$ cat src/rtl/agu_burst.sv
// Burst address generator: emits count addresses stepping by a latched offset
// over a valid/ready handshake, then pulses a writeback address of base + count*offset.
module agu_burst #(
  parameter int ADDR_WIDTH  = 32,
  parameter int IMM_WIDTH   = 16,
  parameter int COUNT_WIDTH = 8
) (
  input  logic                   clock,
  input  logic                   reset_n,
  input  logic                   start,
  input  logic [ADDR_WIDTH-1:0]  base_address,
  input  logic                   immediate_mode,
  input  logic [IMM_WIDTH-1:0]   immediate,
  input  logic [ADDR_WIDTH-1:0]  register_data,
  input  logic                   pre_index,
  input  logic [COUNT_WIDTH-1:0] count,
  output logic                   busy,
  output logic                   addr_valid,
  input  logic                   addr_ready,
  output logic [ADDR_WIDTH-1:0]  address,
  output logic                   last,
  output logic                   wb_valid,
  output logic [ADDR_WIDTH-1:0]  wb_address,
  output logic [1:0]             dbg_state
);

  // Handshake: a beat transfers on a rising edge where addr_valid && addr_ready.
  // While addr_valid is high and addr_ready low, address and last are held
  // stable, and addr_valid only drops after a transfer (or on reset).

  typedef enum logic [1:0] {
    S_IDLE = 2'd0,
    S_RUN  = 2'd1,
    S_DONE = 2'd2
  } state_t;

  state_t                 state_q, state_d;
  logic [ADDR_WIDTH-1:0]  addr_q, addr_d;
  logic                   last_q, last_d;
  logic [COUNT_WIDTH-1:0] remaining_q, remaining_d;
  logic [ADDR_WIDTH-1:0]  offset_q, offset_d;
  logic [ADDR_WIDTH-1:0]  target_q, target_d;
  logic [ADDR_WIDTH-1:0]  wb_addr_q, wb_addr_d;

  logic [ADDR_WIDTH-1:0]  offset_in;
  logic [ADDR_WIDTH-1:0]  target_in;

  assign offset_in = immediate_mode ? ADDR_WIDTH'($signed(immediate)) : register_data;
  // Writeback value is independent of pre/post indexing, so compute it once at start.
  assign target_in = base_address + (ADDR_WIDTH'(count) * offset_in);

  always_ff @(posedge clock or negedge reset_n) begin
    if (!reset_n) begin
      state_q     <= S_IDLE;
      addr_q      <= '0;
      last_q      <= 1'b0;
      remaining_q <= '0;
      offset_q    <= '0;
      target_q    <= '0;
      wb_addr_q   <= '0;
    end else begin
      state_q     <= state_d;
      addr_q      <= addr_d;
      last_q      <= last_d;
      remaining_q <= remaining_d;
      offset_q    <= offset_d;
      target_q    <= target_d;
      wb_addr_q   <= wb_addr_d;
    end
  end

  always_comb begin
    state_d     = state_q;
    addr_d      = addr_q;
    last_d      = last_q;
    remaining_d = remaining_q;
    offset_d    = offset_q;
    target_d    = target_q;
    wb_addr_d   = wb_addr_q;
    case (state_q)
      S_IDLE: begin
        if (start) begin
          offset_d = offset_in;
          target_d = target_in;
          if (count == '0) begin
            state_d   = S_DONE;
            wb_addr_d = target_in;
          end else begin
            state_d     = S_RUN;
            addr_d      = pre_index ? (base_address + offset_in) : base_address;
            last_d      = (count == COUNT_WIDTH'(1));
            remaining_d = count;
          end
        end
      end
      S_RUN: begin
        if (addr_ready) begin
          if (last_q) begin
            state_d   = S_DONE;
            wb_addr_d = target_q;
          end else begin
            addr_d      = addr_q + offset_q;
            remaining_d = remaining_q - COUNT_WIDTH'(1);
            last_d      = (remaining_q == COUNT_WIDTH'(2));
          end
        end
      end
      S_DONE: state_d = S_IDLE;
      default: state_d = S_IDLE;
    endcase
  end

  assign busy       = (state_q != S_IDLE);
  assign addr_valid = (state_q == S_RUN);
  assign address    = addr_q;
  assign last       = last_q && (state_q == S_RUN);
  assign wb_valid   = (state_q == S_DONE);
  assign wb_address = wb_addr_q;
  assign dbg_state  = state_q;

endmodule

$ cat config.mk
export PLATFORM = sky130hd
export DESIGN_NAME = agu_burst
export DESIGN_NICKNAME = d
export VERILOG_FILES = /design/src/rtl/agu_burst.sv
export SDC_FILE = /design/constraint.sdc
export NUM_CORES = 1
export LEC_CHECK = 0
export CAP_MARGIN = 0
export CORE_AREA = 2 2 187 189
export CTS_BUF_LIST = sky130_fd_sc_hd__clkbuf_4 sky130_fd_sc_hd__clkbuf_8
export CTS_CLUSTER_DIAMETER = 50
export DETAILED_ROUTE_END_ITERATION = 8
export DIE_AREA = 0 0 189 191
export MAX_ROUTING_LAYER = met4
export PLACE_DENSITY = 0.71
export SLEW_MARGIN = 25
export SYNTH_ARGS = -nofsm -noshare
export SYNTH_HDL_FRONTEND = slang
export SYNTH_SLANG_ARGS = --single-unit
$ cat constraint.sdc
create_clock -name clock -period 3.8 [get_ports clock]
set_input_delay 0.76 -clock clock [delete_from_list [all_inputs] [get_ports clock]]
set_output_delay 0.76 -clock clock [all_outputs]
set_load 0.1 [all_outputs]
**Word level (Yosys, flattened, before mapping)**

Cells that the tools add are included.
Widths: inputs -> output; s select.

- Bits of input ports: 94
- Memory bits (writable): 0
- Bits in latches: 0
- Output and inout port bits: 70
- Register bits: 139
- Logic and storage cells: 59
- ROM bits: 0
- Memories kept: 0

- Multipliers: 1
- Divide/modulo/power cells: 0
- Eq/ne operators: 10
- Reduce and logical (&&, ||, !) cells: 10
- Muxes and demuxes: 27
- $lt $le $gt $ge: 0
- Add/sub/neg operators: 4
- Bitwise logic cells: 0
- Shifts and indexed selects: 0

Operators with widths:

| operator | count |
|---|---|
| $mux 32 | 10 |
| $pmux 32 s2 | 2 |
| $add 32x32->32 | 3 |
| $mul 8x32->32 | 1 |
| $mux 8 | 4 |
| $pmux 8 s2 | 1 |
| $reduce_and 5->1 | 2 |
| $eq 8x1->1 const B | 1 |
| $eq 8x2->1 const B | 1 |
| $logic_not 8->1 | 1 |
| $mux 2 | 4 |
| $ne 2x2->1 const B | 4 |
| $sub 8x1->8 const B | 1 |
| $mux 1 | 4 |
| $ne 2x1->1 const B | 2 |
| $pmux 2 s2 | 1 |
| $reduce_and 4->1 | 1 |
| $reduce_bool 2->1 | 2 |
| $reduce_and 3->1 | 1 |
| $eq 2x1->1 const B | 1 |
| $eq 2x2->1 const B | 1 |
| $logic_not 2->1 | 1 |
| $pmux 1 s2 | 1 |
| $reduce_and 2->1 | 1 |
| $logic_and 1x1->1 | 1 |

**Longest topological paths before layout**

Gate-level depths: netlist of run 1.

- Word-level depth: 6
- Mapped depth: 26
- Mapped depth without buffers: 24

**Worst setup path before layout of run 1**

No wires, ideal clock.

- Path type: input-to-reg
- From: in immediate_mode
- To: reg wb_addr_q[26], in the netlist wb_address[26]
- Slack: -2.662 ns
- Data arrival time: 6.337 ns
- Stages: 25
- Library setup time: 0.125 ns
- Buffers on the path: 4
- Data required time: 3.675 ns
- Cell sequence: buf_2 -> and2_1 -> buf_2 -> buf_1 -> a21o_1 -> clkbuf_1 -> nand2_1 -> fa_1 -> inv_1 -> fa_1 -> fa_1 -> inv_1 -> fa_1 -> inv_1 -> ha_1 -> and4_1 -> nand3_1 -> o31ai_1 -> nand4_1 -> a311oi_1 -> a21oi_1 -> o21bai_1 -> xnor2_1 -> a2bb2oi_1 -> mux2_2

- Longest elaborated chain between the ends: 6

Ends and longest elaborated chain:

| what | RTL line | text |
|---|---|---|
| start, declared | 12 | `input logic immediate_mode,` |
| $mux 32 | 48 | `assign offset_in = immediate_mode ? ADDR_WIDTH'($signed(immediate)) : register_data;` |
| named net offset_in[15] | 45 | `logic [ADDR_WIDTH-1:0] offset_in;` |
| $mul 8x32->32 | 50 | `assign target_in = base_address + (ADDR_WIDTH'(count) * offset_in);` |
| $add 32x32->32 | 50 |  |
| $mux 32 | 85 | `if (count == '0) begin` |
| $mux 32 | 82 | `if (start) begin` |
| $pmux 32 s2 | 80 | `case (state_q)` |
| end signal, assigned | 68 | `wb_addr_q <= wb_addr_d;` |
| end, declared | 43 | `logic [ADDR_WIDTH-1:0] wb_addr_q, wb_addr_d;` |

The timed path passes the listed nets, and every way through them passes these cells. The select of a mux whose other input is x is not followed.
A chain may end at the register's enable or synchronous reset.

**Worst setup path in the final report of run 1**

Same ends and word-level chain as after synthesis.

==> results of run 1 <==
[area by class of cell]
cell class                      count  area (µm²)  share of cell area
Antenna cell                        2        5.00            0.000215
Clock buffer                       19         249              0.0107
Clock inverter                     13         214             0.00920
Inverter                          282        1060              0.0457
Multi-Input combinational cell   1477       13300               0.573
Sequential cell                   139        3480               0.150
Tap cell                          455         569              0.0245
Timing Repair Buffer              474        4350               0.187
[per-stage QoR]
| stage | cells | instance area [µm²] |
|---|---|---|
| after floorplan | 1987 | 17300 |
| after global placement | 2774 | 21200 |
| after detailed placement | 2774 | 21200 |
| after CTS | 2839 | 22500 |
| after global routing | 2860 | 23300 |
| final | 2861 | 23300 |
[cell usage in the layout, fill, tap and decap left out, drive strengths merged, types with 5 or more instances in the layout]
| master | n |
|---|---|
| clkbuf | 19 |
| a21o | 60 |
| o21a | 12 |
| and2 | 152 |
| o21ai | 130 |
| clkdlybuf4s50 | 112 |
| fa | 188 |
| or3 | 9 |
| nand2 | 219 |
| bufinv | 5 |
| nor3 | 14 |
| xnor2 | 60 |
| dlymetal6s2s | 6 |
| o211ai | 14 |
| inv | 284 |
| ha | 105 |
| a31oi | 19 |
| xor2 | 32 |
| a21oi | 99 |
| a221oi | 15 |
| dfrtp | 139 |
| o31ai | 9 |
| nor2 | 148 |
| nand2b | 16 |
| or2 | 5 |
| mux2i | 20 |
| buf | 317 |
| and3 | 7 |
| o21bai | 13 |
| mux2 | 29 |
| nand4 | 5 |
| dlygate4sd2 | 34 |
| a211oi | 14 |
| nor2b | 9 |
| nand3 | 19 |
[critical path, cell delays in order]
cell and delay, ns:
buf_12 0.13, buf_16 0.14, mux2_4 0.35, buf_12 0.15, and2_4 0.15, fa_2 0.56
fa_2 0.44, fa_1 0.51, inv_1 0.05, fa_1 0.47, inv_1 0.06, ha_4 0.27
buf_6 0.14, nand3_4 0.10, o221a_4 0.23, o31ai_4 0.06, nand4_1 0.18, a311oi_2 0.40
a21oi_2 0.12, o21bai_1 0.20, xnor2_1 0.16, a2bb2oi_1 0.08, mux2_4 0.28
[timing repair]
action,CTS,global route
resized for setup,204,126
cloned,6,0
hold buffers,0,0
setup endpoints to repair,72,65
pin swaps,101,111
setup buffers,30,26
[registers in the layout (all words and copies together) (netlist names)]
register and count:
last_q 1, address 32, offset_q 32, wb_address 32
target_q 32, dbg_state 2, remaining_q 8
[routing by layer]
layer | vias to the layer above | global-route usage | share of wire
li1 | 7280 | - | -
met1 | 7879 | 0.357 | 0.40
met2 | 508 | 0.526 | 0.51
met3 | 119 | 0.0420 | 0.056
met4 | 0 | 0.111 | 0.035
met5 | - | - | 0
[kinds of logic (layout without fill, tap and decap cells)]
logic type | count (synthesis) | count (layout) | synth area share
flops | 139 | 139 | 0.206
fa+ha+maj | 293 | 293 | 0.301
mux | 48 | 49 | 0.0305
simple gates | 617 | 617 | 0.173
other cells | 0 | 2 | 0
compound gates | 426 | 426 | 0.159
buf+inv | 372 | 788 | 0.0828
xor+xnor | 92 | 92 | 0.0477
[path summary, 6_finish.rpt]
path,to,slack [ns],start,cells after the start
hold reg to reg,wb_address[19],0.48,wb_address[19],1
min in group clock,wb_address[19],0.48,wb_address[19],1
setup reg to reg,address[31],0.46,address[3],13
hold / removal,address[2],0.29,reset_n,1
max in group asynchronous,address[24],2.73,reset_n,2
setup / recovery,wb_address[26],-1.84,immediate_mode,23
==> impl_metrics.toml, run 1 <==
[yosys]
synth_edf_count = 0
synthArstFlopShare = 1.00
syn_area_per_cell_um2 = 8.50
synth_seq_cells = 139
ys_types = 67
yosys-top-cells-count = "278 x inv_1, 219 x nand2_1, 188 x fa_1"
yosysTopAreaCellShare = 0.223
synth.yosys.warnings = 0
syn_nets = 2374
mappedNetlistArea_um2 = 16900
yosysTopAreaCell = "fa_1"
ys_top_cells_by_area = "fa_1 22%, dfrtp_1 21%, ha_1 7.8%"
ys_seq_area_frac = 0.206
synth.most_common_cell = "inv_1"
netlist_instances = 1987
ys.flop_type = "dfrtp_1"

[clock_network]
cts_buffers = 17
clkLatencyLatePin_ns = 0.51
clk_pin_slew_ns = 0.08
cts_tree = "built"
cts.path.max_buffers = 2
cts.sinks = 139
cts_root_buf = "clkbuf_8"
htreeDepth = 4

[sta]
setup_viol = 60
grt_setup_unrepaired = "yes"
tightest_slew_ns = 0.977
fmax_mhz = 177
min_period_ns = 5.64
max_slew_margin = 0.346
hold_viol_final = 0
fin_skew_ns = 0.0256
postLayoutSetupSlackWorst_ns = -1.84
whs_ns = 0.290
finalCritPeriodShare = 1.48
slew_violations = 0
setup_tns_ns = -64.80

[routing]
drt_iter0_markers = 865
remaining_drc_errors = 0
drtAntennaViolNets = 0
drt_first_pass_iters = 5
viasPerCell = 5.52
avgRoutedWirePerCell_um = 18.3
via_count = 15800
wl_mm = 52.5

[floorplanning]
start_util = 0.495
core_area_um2 = 34100
die_h_um = 191
fp.dieW_um = 189
dieArea_um2 = 36100
row_count = 68
io_pins = 164

[placement]
portBuffers = 163
dp_hpwl_mm = 39.3
place_congestion = 0.977
detailedPlace.worstSlack_ns = -2.83

[cells_and_area]
syn_to_final_growth_pct = 37.7
fin_util = 0.682
fillers = 2685
drive_gt1_frac = 0.244
nNetsFinal = 2778

[grt]
gr-total-overflow = 0
grt_usage = 0.302
grt_pass1_vias = 16500
antenna_found_initial = 1
grt_start_max_net_pins = 75
grt_pass1_wl_mm = 82.8

[critical_path]
required_ns = 4.18
critPathArrivalTime_ns = 6.02
critical_path_class = "in2reg"
crit_path_max_fanout = 7
cp-end-kind = "flop"
startpoint_type = "input port"

[flow_run]
maxCapViolations = 0

[status]
violations = "negative setup slack"
status = "complete, but fails checks"

[hold_path]
min_path_type = "in2async"
Power of run 1 is left out: the tool's default activity adds up to more than one toggle a clock period on the data nets, which glitch-free logic cannot reach.
==> run 2: changes to the inputs <==
--- a/config.mk
+++ b/config.mk
@@ -6,13 +6,12 @@
 export NUM_CORES = 1
 export LEC_CHECK = 0
 export CAP_MARGIN = 0
-export CORE_AREA = 2 2 187 189
+export CORE_AREA = 2 2 209 211
 export CTS_BUF_LIST = sky130_fd_sc_hd__clkbuf_4 sky130_fd_sc_hd__clkbuf_8
 export CTS_CLUSTER_DIAMETER = 50
 export DETAILED_ROUTE_END_ITERATION = 8
-export DIE_AREA = 0 0 189 191
+export DIE_AREA = 0 0 211 213
 export MAX_ROUTING_LAYER = met4
-export PLACE_DENSITY = 0.71
 export SLEW_MARGIN = 25
 export SYNTH_ARGS = -nofsm -noshare
 export SYNTH_HDL_FRONTEND = slang
==> constraint.sdc (replaced) <==
create_clock -name clock -period 3.8 [get_ports clock]
set_input_delay 0.38 -clock clock [delete_from_list [all_inputs] [get_ports clock]]
set_output_delay 0.38 -clock clock [all_outputs]
set_load 0.1 [all_outputs]
==> run 2 against run 1 <==
Net effect:
- the flow still finishes with violations (negative setup slack)
- via count decreased by 1.7%
- flip-flop and latch count unchanged
- cell area decreased by 1.4%
- first-iteration DRC count increased by 4.7%
- routed wire length increased by 0.87%
- largest cell class unchanged
==> impl_metrics.toml, run 2 (synthesized netlist as in run 1, its figures left out) <==
[routing]
via_count = 15500
avgRoutedWirePerCell_um = 17.9
remaining_drc_errors = 0
viasPerCell = 5.25
drt_iter0_markers = 906
drtAntennaViolNets = 0
wl_mm = 52.9
drt_first_pass_iters = 7

[placement]
dp.cells = 2861
dp_hpwl_mm = 40.2
place_area_um2 = 21100
portBuffers = 163
place_congestion = 0.935

[sta]
finalCritPeriodShare = 1.42
postLayoutSetupSlackWorst_ns = -1.59
fin_skew_ns = 0.0270
max_slew_margin = 0.319
fmax_mhz = 185
min_period_ns = 5.39
setup_tns_ns = -52.03
tightest_slew_ns = 1.02
hold_viol_final = 0
setup_viol = 50
slew_violations = 0
whs_ns = 0.443
grt_setup_unrepaired = "yes"

[critical_path]
cp-end-kind = "flop"
required_ns = 4.19
crit_end = "wb_address[30]"
rrSetupSlack_ns = 0.25
critical_path_class = "in2reg"
critPathArrivalTime_ns = 5.79
crit_start = "immediate_mode"
r2r_cells = 12
rr_startpoint = "address[7]"
startpoint_type = "input port"
timing.rr.end = "address[22]"
crit_path_max_fanout = 8

[clock_network]
cts_tree = "built"
cts.sinks = 139
clk_pin_slew_ns = 0.10
cts_root_buf = "clkbuf_8"
cts_buffers = 17
cts.path.max_buffers = 2
clkLatencyLatePin_ns = 0.53
htreeDepth = 4

[floorplanning]
fp.dieW_um = 211
dieArea_um2 = 44900
core_area_um2 = 42700
die_h_um = 213
io_pins = 164
start_util = 0.396
row_count = 76

[grt]
busiest_layer = "met2"
grt_usage = 0.249
use_met1 = 0.313
grt_pass1_vias = 16200
grt_pass1_wl_mm = 84.8
gr-total-overflow = 0
grt_start_max_net_pins = 96
grt_use_met3 = 0.0337
met2_usage = 0.415
antenna_found_initial = 0

[cells_and_area]
layout_common_cells = "272 x buf_4, 259 x inv_1, 211 x nand2_1"
fin_area_um2 = 22900
final_common_cell = "buf_4"
fillers = 3838
syn_to_final_growth_pct = 35.7
drive_gt1_frac = 0.226
nNetsFinal = 2780
final_cells = 2953

[status]
violations = "negative setup slack"
status = "complete, but fails checks"

[hold_path]
min_path_type = "in2reg"

[flow_run]
maxCapViolations = 0
[run 2: cell types whose count changed in the layout (fill, tap and decap cells not counted), moves of 8 or more]
cell,before,now
buf_4,263,272
and2_4,25,16
clkdlybuf4s50_1,112,126
ha_4,23,14
dlygate4sd2_1,34,3
o21ai_0,69,83
o21ai_1,47,33
dlymetal6s2s_1,6,27
ha_1,82,90
and2_1,126,136
[run 2: metrics by stage]
step / utilization / setup WS, ns
4_1_cts: 0.519 / -1.56
3_5_place_dp: 0.494 / -2.46
5_1_grt: 0.537 / -1.77
2_1_floorplan: - / -1.76
6_report: 0.537 / -1.59
3_3_place_gp: 0.494 / -2.39
[run 2: area by class of cell]
cell class,instances,area (µm²),area share
Sequential cell,139,3480,0.152
Timing Repair Buffer,476,4330,0.189
Antenna cell,1,2.50,0.000109
Clock inverter,14,160,0.00699
Tap cell,546,683,0.0298
Inverter,282,1060,0.0463
Multi-Input combinational cell,1477,13000,0.565
Clock buffer,18,241,0.0105
[run 2: per-layer routing]
metal | wire length (µm) | vias up
met3 | 2880 | 83
li1 | - | 7267
met1 | 22600 | 7693
met2 | 26000 | 474
met4 | 1490 | 0
met5 | 0 | -
[run 2: worst min-delay path by stage]
stage	from	to	cells past startpoint
2_1_floorplan	reset_n	address[0]	0
3_3_place_gp	target_q[3]	target_q[3]	2
3_5_place_dp	target_q[7]	target_q[7]	2
4_1_cts	target_q[13]	target_q[13]	2
5_1_grt	immediate[1]	offset_q[1]	6
6_report	immediate[1]	offset_q[1]	6
[run 2: repair_timing]
action | CTS | global route
gates resized for setup | 108 | 148
setup endpoints to repair | 64 | 63
pin swaps | 55 | 87
endpoints found under the hold margin | 37 | 0
cloned | 1 | 1
setup buffers | 27 | 31
hold buffers | 1 | 0
[run 2: critical path, stage by stage]
cell      delay (ns)
buf_12          0.11
buf_12          0.13
buf_8           0.13
mux2_4          0.36
and2_4          0.16
fa_1            0.54
fa_1            0.46
fa_1            0.54
inv_2           0.04
fa_1            0.52
inv_2           0.05
ha_4            0.23
and4_4          0.18
buf_6           0.11
a21oi_2         0.13
o221a_4         0.19
o31ai_4         0.07
nand4_1         0.12
a311oi_2        0.14
buf_4           0.16
a41o_1          0.23
o41a_1          0.38
xnor2_1         0.18
and2_1          0.14
o21ai_1         0.07
Power of run 2 is left out for the same reason.
==> run 3: changes to the inputs <==
==> constraint.sdc (replaced) <==
create_clock -name clock -period 5.9 [get_ports clock]
set_input_delay 0.59 -clock clock [delete_from_list [all_inputs] [get_ports clock]]
set_output_delay 0.59 -clock clock [all_outputs]
set_load 0.1 [all_outputs]
==> run 3 against run 2 <==
Net effect:
- the run now ends clean
- critical path depth is 4 lower
- sequential share of layout area is 1.7 points higher
- routed wire length is 6.6% lower
- cell area is 9.9% lower
- non-clock buffer count is 172 lower
- worst hold slack worse by 0.37 ns
- clock skew is 0.013 ns lower
- first-iteration DRC count is 14% lower
- critical path type unchanged
- largest cell class unchanged
- critical endpoint is now wb_address[26]
==> impl_metrics.toml, run 3 (synthesized netlist as in run 1, its figures left out) <==
[clock_network]
cts_buffers = 17
clkLatencyLatePin_ns = 0.50
cts_tree = "built"
cts_root_buf = "clkbuf_8"
clk_pin_slew_ns = 0.09
cts.sinks = 139
htreeDepth = 4
hold_buffers = 0
cts.path.max_buffers = 2

[critical_path]
r2r_cells = 14
crit_path_max_fanout = 9
startpoint_type = "input port"
cp-end-kind = "flop"
critPathArrivalTime_ns = 6.11
critical_path_class = "in2reg"
required_ns = 6.28

[grt]
antenna_found_initial = 0
grt_usage = 0.235
grt_pass1_vias = 15200
gr-total-overflow = 0
grt_pass1_wl_mm = 79.6
grt_start_max_net_pins = 82

[routing]
wl_mm = 49.4
drt_iter0_markers = 780
avgRoutedWirePerCell_um = 17.8
drt_first_pass_iters = 5
via_count = 14500
remaining_drc_errors = 0
viasPerCell = 5.22
drtAntennaViolNets = 0

[floorplanning]
row_count = 76
start_util = 0.396
io_pins = 164
core_area_um2 = 42700
die_h_um = 213
fp.dieW_um = 211
dieArea_um2 = 44900

[sta]
setup_tns_ns = 0
hold_viol_final = 0
slew_violations = 0
fin_skew_ns = 0.0135
fmax_mhz = 175
max_slew_margin = 0.333
tightest_slew_ns = 0.997
min_period_ns = 5.73
postLayoutSetupSlackWorst_ns = 0.174
finalCritPeriodShare = 0.970
setup_viol = 0

[placement]
dp.cells = 2745
detailedPlace.worstSlack_ns = -0.722
portBuffers = 163
dp_hpwl_mm = 39.0
place_congestion = 0.923
place_area_um2 = 20100

[cells_and_area]
nNetsFinal = 2607
fillers = 4141
final_common_cell = "inv_1"
layout_common_cells = "278 x inv_1, 217 x nand2_1, 187 x fa_1"
syn_to_final_growth_pct = 22.3
fin_area_um2 = 20700
drive_gt1_frac = 0.106
final_cells = 2779

[hold_path]
min_path_type = "in2async"

[status]
status = "completed"

[flow_run]
maxCapViolations = 0
## run 3: changes by cell type in the layout (fill, tap and decap cells not counted), sizes merged, moves of 2 or more
cell	before	now
buf	317	143
bufinv	2	4
clkdlybuf4s50	126	159
dlygate4sd2	3	0
dlymetal6s2s	27	1
inv	284	282
## run 3: per-layer routing
layer	GRT usage	part of all wire
met1	0.294	0.44
met2	0.398	0.48
met3	0.0306	0.045
met4	0.0714	0.027
met5	-	0
## run 3: per-stage QoR
step | utilization | hold WS [ns]
2_1_floorplan | - | 0.294
5_1_grt | 0.484 | 0.114
4_1_cts | 0.481 | 0.0833
6_report | 0.484 | 0.0737
3_3_place_gp | 0.471 | 0.457
3_5_place_dp | 0.471 | 0.463
## run 3: timing repair
action	CTS	global route
pin swaps	2	8
setup buffers	0	2
gates cloned	0	1
gates resized for setup	6	27
setup endpoints to repair	14	15
## run 3: path summary, 6_finish.rpt
| kind | startpoint | end | slack (ns) |
|---|---|---|---|
| setup / recovery | immediate[13] | wb_address[26] | 0.17 |
| min in group clock | wb_address[5] | wb_address[5] | 0.48 |
| max in group asynchronous | reset_n | address[6] | 4.48 |
| hold reg to reg | wb_address[5] | wb_address[5] | 0.48 |
| hold / removal | reset_n | offset_q[1] | 0.07 |
| setup reg to reg | address[0] | address[30] | 2.44 |
## run 3: cell type report
| class | count | area (µm²) | area share |
|---|---|---|---|
| sequential | 139 | 3480 | 0.168 |
| clock inverter | 13 | 189 | 0.00914 |
| tap | 546 | 683 | 0.0331 |
| antenna | 1 | 2.50 | 0.000121 |
| clock buffer | 18 | 248 | 0.0120 |
| inverter | 282 | 1060 | 0.0513 |
| multi-input combinational | 1476 | 12200 | 0.589 |
| timing repair buffer | 304 | 2830 | 0.137 |
## run 3: worst max-delay path, cell delays in order
cell and delay, ns:
clkdlybuf4s50_1 0.52, mux2_4 0.37, and2_1 0.19, fa_1 0.55, fa_1 0.43, fa_1 0.49
inv_1 0.05, fa_1 0.48, inv_1 0.04, ha_1 0.29, and4_4 0.25, nand3_2 0.11
o221a_2 0.29, o31ai_4 0.07, nand4_1 0.18, a311oi_2 0.41, a21oi_2 0.11, o21bai_1 0.16
xnor2_1 0.16, a2bb2oi_1 0.08, mux2_2 0.28
Power of run 3 is left out for the same reason.
